### src/rtl/baud_rate_generator_frac.sv
// Fractional clk divider giving oversample, mid-bit and bit strobes; ticks decode combinationally from registered count.
// No backpressure: enable low freezes the counters, restart realigns phase; rate changes land at period boundaries.
module baud_rate_generator_frac #(
    parameter int DVSR_W     = 11,
    parameter int FRAC_W     = 4,
    parameter int OVERSAMPLE = 16,
    parameter int PH_W       = $clog2(OVERSAMPLE)
) (
    input  logic              clk,
    input  logic              reset,
    input  logic              enable,
    input  logic              restart,
    input  logic [DVSR_W-1:0] dvsr,
    input  logic [FRAC_W-1:0] frac,
    output logic              sample_tick,
    output logic              mid_tick,
    output logic              bit_tick,
    output logic [PH_W-1:0]   phase
);

    localparam logic [PH_W-1:0] PH_LAST = PH_W'(OVERSAMPLE - 1);
    localparam logic [PH_W-1:0] PH_MID  = PH_W'(OVERSAMPLE / 2 - 1);

    logic [DVSR_W:0]   r_count;
    logic [FRAC_W-1:0] r_acc;
    logic              r_stretch;
    logic [PH_W-1:0]   r_phase;
    logic [DVSR_W-1:0] r_act_dvsr;
    logic [FRAC_W-1:0] r_act_frac;

    logic [DVSR_W:0]   w_limit;
    logic [FRAC_W:0]   w_sum;
    logic              w_tick;

    // The carry out of the fraction accumulator lengthens the next period by one cycle.
    assign w_limit = {1'b0, r_act_dvsr} + {{DVSR_W{1'b0}}, r_stretch};
    assign w_sum   = {1'b0, r_acc} + {1'b0, r_act_frac};
    assign w_tick  = reset & enable & ~restart & (r_count == w_limit);

    always_ff @(posedge clk or negedge reset) begin
        if (!reset) begin
            r_count    <= '0;
            r_acc      <= '0;
            r_stretch  <= 1'b0;
            r_phase    <= '0;
            r_act_dvsr <= '0;
            r_act_frac <= '0;
        end else if (restart) begin
            r_count    <= '0;
            r_acc      <= '0;
            r_stretch  <= 1'b0;
            r_phase    <= '0;
            r_act_dvsr <= dvsr;
            r_act_frac <= frac;
        end else if (w_tick) begin
            r_count              <= '0;
            {r_stretch, r_acc}   <= w_sum;
            r_phase              <= (r_phase == PH_LAST) ? '0 : r_phase + 1'b1;
            r_act_dvsr           <= dvsr;
            r_act_frac           <= frac;
        end else if (enable) begin
            r_count <= r_count + 1'b1;
        end else begin
            // Frozen: the active configuration follows the inputs so it is current on resume.
            r_act_dvsr <= dvsr;
            r_act_frac <= frac;
        end
    end

    assign sample_tick = w_tick;
    assign mid_tick    = w_tick & (r_phase == PH_MID);
    assign bit_tick    = w_tick & (r_phase == PH_LAST);
    assign phase       = r_phase;

endmodule

### config.mk
export PLATFORM = sky130hd
export DESIGN_NAME = baud_rate_generator_frac
export DESIGN_NICKNAME = d
export VERILOG_FILES = /design/src/rtl/baud_rate_generator_frac.sv
export SDC_FILE = /design/constraint.sdc
export NUM_CORES = 1
export LEC_CHECK = 0
export ABC_AREA = 1
export BUFFER_PORTS_ARGS = -buffer_cell sky130_fd_sc_hd__clkbuf_2
export CORE_AREA = 2 2 65 67
export CTS_CLUSTER_DIAMETER = 30
export DETAILED_ROUTE_END_ITERATION = 7
export DIE_AREA = 0 0 67 69
export PLACE_DENSITY = 0.87
export RECOVER_POWER = 100
export SYNTH_ARGS = -nofsm -noshare
export SYNTH_HDL_FRONTEND = slang
export SYNTH_SLANG_ARGS = --single-unit
### constraint.sdc
create_clock -name clk -period 5.7 [get_ports clk]
set_clock_uncertainty 0.2 [all_clocks]
set_input_delay 1.425 -clock clk [delete_from_list [all_inputs] [get_ports clk]]
set_output_delay 1.425 -clock clk [all_outputs]
set_load 0.005 [all_outputs]
==> flow_metrics.env, run 1 <==
export IMPL_status="finished with violations"
export IMPL_violations="max-capacitance violations, max-slew violations"
export IMPL_dp_hpwl_mm=3.46
export IMPL_drive_above_1_share_pct=12.2
export IMPL_dieArea_sq_um=4620
export IMPL_synth_top_area_share_pct=39.8
export IMPL_grt_pass1_wl_mm=8.24
export IMPL_vdd_drop_max_v=0.000191
export IMPL_maxCapViolCount=1
export IMPL_dp_cells=370
export IMPL_synthAdderAreaFrac_pct=5.30
export IMPL_synth_top_area_cell="dfrtp_1"
export IMPL_start_kind="primary input"
export IMPL_crit_cells=12
export IMPL_syn2layout_area_growth_pct=10.1
export IMPL_power_switching_share_pct=27.7
export IMPL_p_switching_mw=0.164
export IMPL_grt_pass1_vias=1845
export IMPL_numCtsBuffers=5
export IMPL_worst_pin_slew_ps=1890
export IMPL_max_slew_margin_pct=-25.8
export IMPL_postCtsHoldBufs=0
export IMPL_path_cells="clkbuf_1, nand2_1, nor2_1, nand2_1, nor2_1, nand2_1, nor2_1, nand3_2, nor2_1, nand2_1, inv_2, clkbuf_2"
export IMPL_p_seq_share_pct=48.8
export IMPL_synthMuxAreaShare_pct=0
export IMPL_cp_startpoint="reset"
export IMPL_power_frac_clock_pct=38.4
export IMPL_overflow=0
export IMPL_fmax_mhz=205
export IMPL_postPlaceCellArea_sq_um=2400
export IMPL_antenna_left=0
export IMPL_criticalPathCategory="primary input to output pin"
export IMPL_netlist_area_sq_um=2260
export IMPL_slowest_stage="nand2_1"
export IMPL_hp_class="flip-flop to flip-flop"
export IMPL_crit_path_end_kind="output pin"
export IMPL_io_pins=26
export IMPL_finalSetupTns_ps=0
export IMPL_antenna_found_initial=0
export IMPL_reg2reg_to="r_count[8]"
export IMPL_clk_pin_slew_ps=80
export IMPL_critical_path_peak_fanout=30
export IMPL_synthTopCellsByArea="dfrtp_1 (40%), nand2_1 (16%), nand3_1 (8.8%)"
export IMPL_gp_routability_congestion=0.905
export IMPL_total_power_mw=0.594
export IMPL_synth_fp_nets=332
export IMPL_max_stage_delay_ps=580
export IMPL_synth_cell_types=27
export IMPL_row_count=23
export IMPL_worst_path_buf_inv=3
export IMPL_die_w_um=67
export IMPL_design_area_sq_um=2490
export IMPL_cts_root_buf="clkbuf_8"
export IMPL_yosysWarnings=0
export IMPL_cts_tree="built"
export IMPL_cp_arrival_ps=3260
export IMPL_clock_sinks=36
export IMPL_viasPerCell=5.26
export IMPL_avgSynthCellArea_sq_um=7.45
export IMPL_whs_path_depth=2
export IMPL_hold_viol=0
export IMPL_fin_nets=355
export IMPL_gr_usage_all_layers_pct=23.3
export IMPL_rsz0062_at_grt="false"
export IMPL_drt_wl_total_mm=4.79
export IMPL_n_antenna_cell=0
export IMPL_pwr_share_comb_pct=12.8
export IMPL_total_leakage_power_nw=1.30
export IMPL_post_route_period_util_pct=85.7
export IMPL_cts_repair_resized=0
export IMPL_fp_dieH_um=69
export IMPL_clock_path_buffers=2
export IMPL_path_delay_family="simple AND/OR/NAND/NOR gates"
export IMPL_final_cell_count_no_fill=378
export IMPL_htree_levels=2
export IMPL_endpoint="sample_tick"
export IMPL_r2r_cells=14
export IMPL_clock_latency_ps=300
export IMPL_required_ps=4070
export IMPL_synth_xor_area_share_pct=7.96
export IMPL_port_buffers=25
export IMPL_wl_per_cell_um=12.7
export IMPL_drtPass1Iterations=4
export IMPL_min_period_ps=4880
export IMPL_post_cts_buffers=0
export IMPL_core_area_sq_um=3910
export IMPL_p_per_area_nw_per_um2=238
export IMPL_routed_via_count=1988
export IMPL_start_util_pct=57.9
export IMPL_synth_compound_area_share_pct=4.31
export IMPL_synth_seq_area_share_pct=39.8
export IMPL_synth_top_family_by_area="simple AND/OR/NAND/NOR gates"
export IMPL_setup_violations=0
export IMPL_ys_ff_latch=36
export IMPL_synth_simple_area_share_pct=34.0
export IMPL_slew_viol_final=37
export IMPL_drc=0
export IMPL_grt_max_degree=37
export IMPL_syn_inst=304
export IMPL_r2r_slack_ps=2030
export IMPL_first_iter_violations=118
export IMPL_rr_startpoint="r_stretch"
export IMPL_p_int_mw=0.429
-- area by class of cell --
| cell class | count | area, sq um |
|---|---|---|
| Clock buffer | 5 | 68.8 |
| Clock inverter | 3 | 42.5 |
| Fill cell | 350 | 1420 |
| Inverter | 34 | 128 |
| Multi-Input combinational cell | 223 | 1150 |
| Sequential cell | 36 | 901 |
| Tap cell | 50 | 62.6 |
| Timing Repair Buffer | 27 | 135 |
-- worst reg2reg max path: cells and delay by family, from the launching register on --
family	cells	cell delay [ps]
and+or+nand+nor	10	2140
AOI/OAI and AO/OA	1	180
DFF	1	390
adders and majority gates	2	530
buffers and inverters	1	70
-- synthesized netlist by cell type --
cell and count:
a21oi_1 2, buf_2 3, buf_4 2, buf_6 2, clkbuf_1 3, clkbuf_2 1
clkinv_1 2, dfrtp_1 36, fa_1 1, ha_1 8, inv_1 30, inv_2 2
nand2_1 99, nand2_2 3, nand3_1 40, nand3_2 2, nand4_1 7, nor2_1 21
nor2_2 1, nor2_4 2, nor3b_1 1, o21ai_0 8, o21ai_1 8, o31ai_1 1
xnor2_1 6, xnor3_1 1, xor2_1 12
-- metal layers --
| layer | vias up | GRT usage, % | wire [um] |
|---|---|---|---|
| met5 | - | 0 | 0 |
| met4 | 0 | 11.6 | 97 |
| met3 | 10 | 3.59 | 105 |
| met2 | 25 | 37.1 | 2400 |
| met1 | 946 | 30.5 | 2180 |
| li1 | 1007 | - | - |
-- cells by family after synthesis --
group,count (synthesis)
fa+ha+maj,9
buf+inv,45
xor+xnor,19
flops,36
compound gates,19
simple gates,176
-- registers in the layout, summed over array words and instances, names as in the netlist --
name	count
r_acc	4
r_count	12
r_act_frac	4
phase	4
r_stretch	1
r_act_dvsr	11
-- stage by stage --
step / worst slack [ps] / util, % / hold WS (ps)
finish: 815 / 63.7 / 326
global placement: 1240 / 61.3 / 294
floorplan: 1790 / - / 278
detailed placement: 1220 / 61.3 / 307
global route: 553 / 63.7 / 353
CTS: 1210 / 64.1 / 328
-- worst min path at each step --
stage                   from       endpoint  slack [ps]
4_1_cts             r_acc[0]       r_acc[0]         330
3_3_place_gp   r_act_frac[0]  r_act_frac[0]         290
2_1_floorplan       r_acc[0]       r_acc[0]         280
3_5_place_dp        r_acc[0]       r_acc[0]         310
6_report            r_acc[0]       r_acc[0]         330
5_1_grt            r_stretch      r_stretch         350
-- power by group through the flow --
stage | clock network [mW] | logic, mW | registers, mW
floorplan | 0 | 0.0561 | 0.287
global placement | 0 | 0.0743 | 0.293
detailed placement | 0 | 0.0763 | 0.294
CTS | 0.230 | 0.0775 | 0.289
global route | 0.243 | 0.0872 | 0.292
finish | 0.228 | 0.0758 | 0.290
-- placed cells by master (no fill, tap or decap) --
master,instances
nand2_1,101
nand3_1,40
dfrtp_1,36
inv_1,30
clkbuf_2,24
nor2_1,22
o21ai_0,14
xor2_1,12
ha_1,8
nand4_1,7
xnor2_1,6
clkbuf_8,5
o21ai_1,2
nand3_2,2
inv_2,2
clkinv_1,2
a21oi_1,2
clkbuf_1,2
nand2_2,1
nor2_2,1
nor2_4,1
xnor3_1,1
o31ai_1,1
nor3b_1,1
fa_1,1
clkinvlp_4,1
clkinv_2,1
bufinv_16,1
buf_4,1
Note: power is estimated with default switching activity, not from simulation.
==> run 2, diff against run 1 <==
--- a/config.mk
+++ b/config.mk
@@ -6,7 +6,7 @@
 export NUM_CORES = 1
 export LEC_CHECK = 0
 export ABC_AREA = 1
-export BUFFER_PORTS_ARGS = -buffer_cell sky130_fd_sc_hd__clkbuf_2
+export BUFFER_PORTS_ARGS = -buffer_cell sky130_fd_sc_hd__buf_4
 export CORE_AREA = 2 2 65 67
 export CTS_CLUSTER_DIAMETER = 30
 export DETAILED_ROUTE_END_ITERATION = 7
==> run 2 against run 1 <==
Compared with the run above: the run still ends with max-capacitance violations, max-slew violations left; die area unchanged; sequential share of layout area decreased by 0.69 points; clock power decreased by 17%; maximum frequency increased by 0.63%; largest cell class unchanged; flip-flop and latch count unchanged; critical endpoint unchanged.
==> flow_metrics.env, run 2 (same netlist as run 1, synthesis figures left out) <==
export IMPL_status="finished with violations"
export IMPL_violations="max-capacitance violations, max-slew violations"
export IMPL_slowest_stage="nand2_1"
export IMPL_core_area_sq_um=3910
export IMPL_final_common_cell="nand2_1"
export IMPL_grt_pass1_vias=1990
export IMPL_vdd_drop_max_v=0.000179
export IMPL_max_slew_margin_pct=-25.6
export IMPL_dieArea_sq_um=4620
export IMPL_clock_latency_ps=290
export IMPL_crit_path_end_kind="output pin"
export IMPL_design_area_sq_um=2540
export IMPL_clock_path_buffers=2
export IMPL_htree_levels=2
export IMPL_fmax_mhz=206
export IMPL_worst_slack_ps=846
export IMPL_required_ps=4070
export IMPL_cts_root_buf="clkbuf_8"
export IMPL_viasPerCell=5.30
export IMPL_p_int_mw=0.400
export IMPL_power_switching_share_pct=28.7
export IMPL_grt_pass1_wl_mm=8.55
export IMPL_hp_class="flip-flop to flip-flop"
export IMPL_fillCellCount=355
export IMPL_final_cell_mix="nand2_1 (101), nand3_1 (40), dfrtp_1 (36)"
export IMPL_min_period_ps=4850
export IMPL_slew_viol_final=37
export IMPL_first_iter_violations=112
export IMPL_total_leakage_power_nw=1.31
export IMPL_final_core_util_pct=64.9
export IMPL_start_kind="primary input"
export IMPL_pwr_share_comb_pct=14.3
export IMPL_grt_max_degree=37
export IMPL_cp_arrival_ps=3230
export IMPL_clk_pin_slew_ps=70
export IMPL_gr_usage_all_layers_pct=23.6
export IMPL_routed_via_count=2003
export IMPL_worst_pin_slew_ps=1880
export IMPL_postPlaceCellArea_sq_um=2460
export IMPL_numCtsBuffers=5
export IMPL_gp_routability_congestion=0.875
export IMPL_criticalPathCategory="primary input to output pin"
export IMPL_cts_tree="built"
export IMPL_antenna_found_initial=0
export IMPL_n_antenna_cell=0
export IMPL_p_seq_share_pct=51.8
export IMPL_dp_worst_setup_slack_ps=1250
export IMPL_largest_reg_flops=12
export IMPL_max_stage_delay_ps=540
export IMPL_drive_above_1_share_pct=12.5
export IMPL_fin_nets=355
export IMPL_drt_wl_total_mm=4.85
export IMPL_crit_top_cell="nand2_1"
export IMPL_start_util_pct=57.9
export IMPL_clock_sinks=36
export IMPL_dp_hpwl_mm=3.52
export IMPL_setup_violations=0
export IMPL_row_count=23
export IMPL_wl_per_cell_um=12.8
export IMPL_rsz0062_at_grt="false"
export IMPL_power_frac_clock_pct=33.9
export IMPL_post_route_period_util_pct=85.2
export IMPL_cts_repair_resized=0
export IMPL_critical_path_peak_fanout=30
export IMPL_post_cts_buffers=0
export IMPL_regArea_sq_um=901
export IMPL_fp_dieH_um=69
export IMPL_io_pins=26
export IMPL_largest_register="r_count"
export IMPL_hold_viol=0
export IMPL_path_cells="clkbuf_1, nand2_1, nor2_1, nand2_1, nor2_1, nand2_1, nor2_1, nand3_2, nor2_4, nand2_1, inv_2, clkbuf_4"
export IMPL_reg_top3="r_count x12, r_act_dvsr x11"
export IMPL_die_w_um=67
export IMPL_drc=0
export IMPL_syn2layout_area_growth_pct=12.2
export IMPL_drtPass1Iterations=4
export IMPL_finalSetupTns_ps=0
export IMPL_overflow=0
export IMPL_p_switching_mw=0.161
export IMPL_postCtsHoldBufs=0
export IMPL_antenna_left=0
export IMPL_maxCapViolCount=1
export IMPL_port_buffers=25
export IMPL_p_per_area_nw_per_um2=220
export IMPL_multi_input_area_sq_um=1160
==> run 2: cell types whose count changed in the layout (fill, tap and decap cells not counted), moves of 2 or more <==
cell / previous run / this run
clkbuf_2: 24 / 0
buf_4: 1 / 18
clkbuf_4: 0 / 7
o21ai_0: 14 / 12
o21ai_1: 2 / 4
==> run 2: through the flow <==
| stage | hold slack [ps] | std cells | total power, mW |
|---|---|---|---|
| floorplan | 278 | 304 | 0.343 |
| global placement | 295 | 370 | 0.371 |
| detailed placement | 301 | 370 | 0.376 |
| CTS | 320 | 378 | 0.562 |
| global route | 347 | 378 | 0.589 |
| finish | 316 | 378 | 0.560 |
==> run 2: power by group through the flow <==
stage / sequential, mW / clock (mW) / combinational [mW]
5_1_grt: 0.293 / 0.202 / 0.0937
2_1_floorplan: 0.287 / 0 / 0.0561
3_3_place_gp: 0.294 / 0 / 0.0776
6_report: 0.290 / 0.190 / 0.0800
3_5_place_dp: 0.295 / 0 / 0.0811
4_1_cts: 0.290 / 0.191 / 0.0818
==> run 2: cell type report <==
class,count,area share (%)
Multi-Input combinational cell,223,45.7
Sequential cell,36,35.5
Timing Repair Buffer,27,7.68
Inverter,34,5.02
Clock buffer,6,3.25
Tap cell,50,2.46
Clock inverter,2,0.394
==> run 2: critical path, delay by kind of cell <==
family | cells | cell delay, ps
buf+inv | 3 | 590
simple gates | 9 | 1210
==> run 2: per-layer routing <==
metal	vias up	global-route usage (%)	routed length [um]
met4	0	7.71	49
li1	1006	-	-
met2	48	39.7	2470
met1	942	29.9	2110
met3	7	4.57	223
met5	-	0	0
==> run 2: worst paths after layout <==
check | startpoint | slack, ps | depth (start not counted) | end
setup / recovery | reset | 850 | 12 | sample_tick
hold / removal | r_act_frac[0] | 320 | 2 | r_act_frac[0]
setup reg to reg | r_stretch | 2090 | 12 | r_count[5]
hold reg to reg | r_act_frac[0] | 320 | 2 | r_act_frac[0]
max in group asynchronous | reset | 2580 | 2 | r_act_dvsr[10]
min in group asynchronous | reset | 1650 | 2 | r_count[0]
